[src/rtl/mem_access.sv]
// mem_access: memory-access pipeline stage behind execute.
// Issues loads/stores over a req/ack data-memory port. It steers store bytes
// into lanes, extracts and extends load data, and produces a registered
// writeback bundle.
// Optional feature macro: MEM_MISALIGN_TRAP_EN. When defined, misaligned
// half/word accesses skip the bus and return a one-cycle misalign flag.
module mem_access #(
  parameter int XLEN = 32
) (
  input  logic            clk,
  input  logic            rst_n,
  input  logic            ex_valid,
  output logic            ex_ready,
  input  logic            mem_read,
  input  logic            mem_write,
  input  logic [2:0]      funct3,
  input  logic [XLEN-1:0] addr,
  input  logic [XLEN-1:0] store_data,
  input  logic [4:0]      rd_in,
  input  logic            reg_write_in,
  input  logic            flush,
  output logic            dmem_req,
  output logic            dmem_we,
  output logic [XLEN-1:0] dmem_addr,
  output logic [XLEN-1:0] dmem_wdata,
  output logic [3:0]      dmem_be,
  input  logic            dmem_ack,
  input  logic [XLEN-1:0] dmem_rdata,
  output logic            wb_valid,
  output logic [4:0]      wb_rd,
  output logic            wb_reg_write,
  output logic [XLEN-1:0] wb_data,
  output logic            stall,
  output logic            misalign
);

  typedef enum logic {IDLE, ACCESS} state_t;

  state_t          state_q, state_d;
  logic [XLEN-1:0] addr_q, addr_d;
  logic [XLEN-1:0] wdata_q, wdata_d;
  logic            we_q, we_d;
  logic [3:0]      be_q, be_d;
  logic [2:0]      f3_q, f3_d;
  logic [4:0]      rd_q, rd_d;
  logic            rw_q, rw_d;
  logic            kill_q, kill_d;
  logic            wb_valid_q, wb_valid_d;
  logic [4:0]      wb_rd_q, wb_rd_d;
  logic            wb_reg_write_q, wb_reg_write_d;
  logic [XLEN-1:0] wb_data_q, wb_data_d;
  logic            misalign_q, misalign_d;

  logic            mem_op;
  logic            mis;
  logic [3:0]      lane_be;
  logic [XLEN-1:0] lane_wdata;

  // Sign-extend a byte to the datapath width.
  function automatic logic [XLEN-1:0] sext8(input logic signed [7:0] b);
    logic signed [XLEN-1:0] r;
    r = b;
    return r;
  endfunction

  // Sign-extend a halfword to the datapath width.
  function automatic logic [XLEN-1:0] sext16(input logic signed [15:0] h);
    logic signed [XLEN-1:0] r;
    r = h;
    return r;
  endfunction

  // Pick the addressed byte/half out of the read word and extend it.
  // Unused funct3 codes (011/110/111) return the whole word.
  function automatic logic [XLEN-1:0] load_extract(input logic [XLEN-1:0] w,
                                                   input logic [1:0]      off,
                                                   input logic [2:0]      f3);
    logic [7:0]  b;
    logic [15:0] h;
    b = w[{off, 3'b000} +: 8];
    h = off[1] ? w[31:16] : w[15:0];
    case (f3)
      3'b000:  return sext8(b);
      3'b001:  return sext16(h);
      3'b100:  return {{(XLEN-8){1'b0}}, b};
      3'b101:  return {{(XLEN-16){1'b0}}, h};
      default: return w;
    endcase
  endfunction

  // Store lane steering: byte enables and replicated write data.
  always_comb begin
    lane_be    = 4'b1111;
    lane_wdata = store_data;
    case (funct3[1:0])
      2'b00: begin
        lane_be    = 4'b0001 << addr[1:0];
        lane_wdata = {4{store_data[7:0]}};
      end
      2'b01: begin
        lane_be    = addr[1] ? 4'b1100 : 4'b0011;
        lane_wdata = {2{store_data[15:0]}};
      end
      default: ;
    endcase
  end

  assign mem_op = mem_read | mem_write;

  // Misalignment detection; funct3[1] set means a word access.
`ifdef MEM_MISALIGN_TRAP_EN
  assign mis = ((funct3[1:0] == 2'b01) && addr[0]) ||
               (funct3[1] && (addr[1:0] != 2'b00));
`else
  assign mis = 1'b0;
`endif

  // Next-state and register-input logic for the IDLE/ACCESS controller.
  always_comb begin
    state_d        = state_q;
    addr_d         = addr_q;
    wdata_d        = wdata_q;
    we_d           = we_q;
    be_d           = be_q;
    f3_d           = f3_q;
    rd_d           = rd_q;
    rw_d           = rw_q;
    kill_d         = kill_q;
    wb_valid_d     = 1'b0;
    wb_rd_d        = wb_rd_q;
    wb_reg_write_d = wb_reg_write_q;
    wb_data_d      = wb_data_q;
    misalign_d     = 1'b0;
    case (state_q)
      IDLE: begin
        // A flush in the acceptance cycle simply drops the instruction.
        if (ex_valid && !flush) begin
          if (mem_op && mis) begin
            wb_valid_d     = 1'b1;
            wb_rd_d        = rd_in;
            wb_reg_write_d = 1'b0;
            wb_data_d      = addr;
            misalign_d     = 1'b1;
          end else if (mem_op) begin
            // A simultaneous read and write is treated as a load.
            we_d    = mem_write & ~mem_read;
            be_d    = (mem_write & ~mem_read) ? lane_be : 4'b0000;
            wdata_d = lane_wdata;
            addr_d  = addr;
            f3_d    = funct3;
            rd_d    = rd_in;
            rw_d    = reg_write_in;
            kill_d  = 1'b0;
            state_d = ACCESS;
          end else begin
            wb_valid_d     = 1'b1;
            wb_rd_d        = rd_in;
            wb_reg_write_d = reg_write_in;
            wb_data_d      = addr;
          end
        end
      end
      ACCESS: begin
        // A flush here lets the bus transaction finish but kills writeback.
        if (flush) kill_d = 1'b1;
        if (dmem_ack) begin
          state_d        = IDLE;
          wb_valid_d     = ~(kill_q | flush);
          wb_rd_d        = rd_q;
          wb_reg_write_d = rw_q & ~we_q;
          wb_data_d      = we_q ? addr_q : load_extract(dmem_rdata, addr_q[1:0], f3_q);
        end
      end
      default: state_d = IDLE;
    endcase
  end

  // State and bundle registers with asynchronous reset.
  always_ff @(posedge clk or negedge rst_n) begin
    if (!rst_n) begin
      state_q        <= IDLE;
      addr_q         <= '0;
      wdata_q        <= '0;
      we_q           <= 1'b0;
      be_q           <= 4'b0000;
      f3_q           <= 3'b000;
      rd_q           <= 5'd0;
      rw_q           <= 1'b0;
      kill_q         <= 1'b0;
      wb_valid_q     <= 1'b0;
      wb_rd_q        <= 5'd0;
      wb_reg_write_q <= 1'b0;
      wb_data_q      <= '0;
      misalign_q     <= 1'b0;
    end else begin
      state_q        <= state_d;
      addr_q         <= addr_d;
      wdata_q        <= wdata_d;
      we_q           <= we_d;
      be_q           <= be_d;
      f3_q           <= f3_d;
      rd_q           <= rd_d;
      rw_q           <= rw_d;
      kill_q         <= kill_d;
      wb_valid_q     <= wb_valid_d;
      wb_rd_q        <= wb_rd_d;
      wb_reg_write_q <= wb_reg_write_d;
      wb_data_q      <= wb_data_d;
      misalign_q     <= misalign_d;
    end
  end

  assign ex_ready     = (state_q == IDLE);
  assign stall        = ex_valid & ~ex_ready;
  assign dmem_req     = (state_q == ACCESS);
  assign dmem_we      = dmem_req & we_q;
  assign dmem_be      = dmem_req ? be_q : 4'b0000;
  assign dmem_addr    = {addr_q[XLEN-1:2], 2'b00};
  assign dmem_wdata   = wdata_q;
  assign wb_valid     = wb_valid_q;
  assign wb_rd        = wb_rd_q;
  assign wb_reg_write = wb_reg_write_q;
  assign wb_data      = wb_data_q;
  assign misalign     = misalign_q;

endmodule

[config.mk]
export PLATFORM = sky130hd
export DESIGN_NAME = mem_access
export DESIGN_NICKNAME = d
export VERILOG_FILES = /design/src/rtl/mem_access.sv
export SDC_FILE = /design/constraint.sdc
export NUM_CORES = 1
export LEC_CHECK = 0
export CAP_MARGIN = 20
export CORE_UTILIZATION = 45
export CTS_BUF_LIST = sky130_fd_sc_hd__clkbuf_4
export DETAILED_ROUTE_END_ITERATION = 10
export PLACE_DENSITY = 0.88
export SYNTH_ARGS = -nofsm -noshare
export SYNTH_HDL_FRONTEND = slang
export SYNTH_SLANG_ARGS = --single-unit
[constraint.sdc]
create_clock -name clk -period 5.18 [get_ports clk]
set_clock_uncertainty 0.2 [all_clocks]
set_input_delay 1.036 -clock clk [delete_from_list [all_inputs] [get_ports clk]]
set_output_delay 1.036 -clock clk [all_outputs]
set_load 0.02 [all_outputs]
==> impl_metrics.tcl <==
set metrics [dict create \
    setup_tns_ps 0 \
    rows 43 \
    status "finished clean" \
    grt_setup_unrepaired "no" \
    ir_drop_uv 253 \
    drv_cap 0 \
    clk_pin_slew_ps 100 \
    area_growth_pct 35.1 \
    port_buffers 220 \
    ant_nets 0 \
    io_pins 224 \
    htree_levels 4 \
    dr.pass1.iters 5 \
    syn_area_per_cell_um2 10.1 \
    cp_slowest_cell "dfrtp_1" \
    worstSkewPairLatency_ps 530 \
    synthMuxAreaShare_pct 16.7 \
    worstMarginPinSlew_ps 980 \
    dp_slack_ps 1650 \
    seq_area_frac_synth_pct 45.4 \
    nNetsFinal 932 \
    ys_ff_latch 119 \
    final_common_cell "clkdlybuf4s50_1" \
    dr_total_vias 5711 \
    synth.area.top_cells "dfrtp_1 45%, mux2i_1 7.9%, mux2_2 7.7%" \
    finalCritPeriodShare_pct 72.8 \
    seqPwrFrac_pct 39.3 \
    initial_utilization_pct 46.8 \
    async_flop_share_pct 100 \
    synth_compound_area_share_pct 17.4 \
    gp_congestion 0.839 \
    coreArea_mm2 0.0140 \
    syn_area_mm2 0.00657 \
    final_cell_mix "219 x clkdlybuf4s50_1, 119 x dfrtp_1, 71 x nand2_1, 52 x mux2i_1, 45 x mux2_2" \
    slew_viol_final 0 \
    hold_path_class "register to register" \
    cts_tree "yes" \
    intPower_uw 2220 \
    yosys.area.top_type "dfrtp_1" \
    setup_viol 0 \
    track_usage_pct 25.7 \
    yosys_warnings 0 \
    cp.required_ps 3940 \
    post_cts_resized 0 \
    crit_start "we_q" \
    p_switching_uw 1320 \
    viasPerCell 5.64 \
    drive_gt1_share_pct 12.6 \
    setup_ws_ps 1410 \
    clkPwrFrac_pct 18.1 \
    die_w_um 123 \
    crit_chain "nand2_1, clkinv_1, clkdlybuf4s50_1" \
    synth-edff-count 0 \
    clock-sinks 119 \
    diodes 0 \
    globalRouteOverflowTotal 0 \
    cts_root_buf "clkbuf_4" \
    start_kind "register" \
    dieArea_mm2 0.0151 \
    post_synth_num_cell_types 54 \
    grt_pass1_vias 5514 \
    critPathCaptureType "output port" \
    post-dp-hpwl_mm 13.5 \
    crit_buf_inv 2 \
    numCtsBuffers 17 \
    power.density_mw_per_mm2 399 \
    synth_top_family_by_area "compound AO/OA/AOI/OAI gates" \
    path_delay_family "buffers and inverters" \
    grt_pass1_wl_mm 29.2 \
    max-clock-path-buffers 2 \
    postRouteWirelength_mm 18.8 \
    sw_frac_of_total_pct 37.2 \
    cp_max_fo 14 \
    synth_ff_type "dfrtp_1" \
    critPathArrivalTime_ps 2540 \
    leakagePower_uw 0.00372 \
    postCtsHoldBufs 0 \
    max_slew_margin_pct 34.2 \
    synth_top_area_share_pct 45.4 \
    die_h_um 123 \
    antenna_found_initial 0 \
    fmax_ghz 0.265 \
    crit_type "register to output port" \
    period_needed_ps 3770 \
    synth-simple-area-share_pct 12.4 \
    drt_iter0_drc 415 \
    timing.rr.start "addr_q[1]" \
    p_comb_share_pct 42.6 \
    cts_setup_buffers 0 \
    synthXorXnorAreaFrac_pct 0 \
    cpPeakStageDelay_ps 710 \
    hold_viol_final 0 \
    drc 0 \
    synthAdderAreaFrac_pct 0 \
    wire_per_inst_um 18.6 \
    grt_max_degree 60 \
    synth_cells 653 \
    hold_path_startpoint "dmem_wdata[21]" \
]
-- flip-flops by register name, summed over array words and instances, names as in the netlist, 3 cells and up --
signal      cells
be_q            4
wb_data        32
f3_q            3
addr_q         32
wb_rd           5
rd_q            5
dmem_wdata     32
-- power groups by stage --
stage,registers [µW],clock network (µW),logic (µW)
finish,1390,642,1510
global route,1420,707,1620
CTS,1390,662,1520
detailed placement,1400,0,1510
global placement,1390,0,1480
floorplan,1530,0,732
-- worst reg2reg max path: stages (launching register included) --
cell and delay [ps]:
dfrtp_1 980, nor2_1 220, o21ai_1 830, a31oi_1 260
o31ai_1 280
-- layer usage --
metal	GRT usage [%]	vias up	routed length, µm
met3	7.81	38	1600
met5	0	-	0
met4	9.68	0	470
li1	-	2649	-
met2	41.2	257	8950
met1	32.7	2767	7770
-- final cells by class --
| cell class | instances | area [µm²] |
|---|---|---|
| fillers | 1146 | 5170 |
| well taps | 180 | 225 |
| inverters | 14 | 52.6 |
| clock inverters | 12 | 110 |
| clock buffers | 20 | 150 |
| flip-flops and latches | 119 | 2980 |
| multi-input cells | 439 | 3070 |
| repair buffers | 229 | 2280 |
-- stage by stage --
| stage | hold slack (ps) | total power, µW | utilization (%) | cell area (µm²) | std cells |
|---|---|---|---|---|---|
| final | 287 | 3540 | 63.2 | 8870 | 1013 |
| after global routing | 310 | 3750 | 63.2 | 8870 | 1013 |
| after CTS | 293 | 3560 | 63.2 | 8870 | 1013 |
| after detailed placement | 268 | 2910 | 61.3 | 8610 | 981 |
| after global placement | 256 | 2870 | 61.3 | 8610 | 981 |
| after floorplan | 242 | 2260 | - | 6570 | 655 |
-- cells by family after synthesis --
group           count (synthesis)
buf+inv                        97
flops                         119
other cells                     1
compound gates                167
simple gates                  168
mux                           101
-- synthesized netlist by cell type (all sizes together) (2+ instances only) --
| cell | number |
|---|---|
| nand2b | 4 |
| a31oi | 18 |
| or3 | 2 |
| mux2 | 48 |
| o21ai | 46 |
| o22ai | 8 |
| nor4 | 2 |
| mux2i | 52 |
| o22a | 6 |
| nor2b | 4 |
| dfrtp | 119 |
| a22oi | 7 |
| nor2 | 42 |
| a221oi | 3 |
| and2 | 22 |
| a221o | 13 |
| a31o | 6 |
| a211o | 2 |
| and3b | 7 |
| inv | 13 |
| a21oi | 23 |
| nand2 | 71 |
| a211oi | 11 |
| and3 | 3 |
| clkbuf | 29 |
| nor3 | 8 |
| o31ai | 16 |
| buf | 54 |
-- path summary, 6_finish.rpt --
path,end,depth (start not counted),slack (ps)
max,dmem_we,3,1410
max reg2reg,wb_data[30],4,2300
min in group asynchronous,wb_data[31],1,360
min,dmem_wdata[21],2,290
max in group asynchronous,wb_rd[1],2,3410
min reg2reg,dmem_wdata[21],2,290
(Power assumes the default switching activity.)
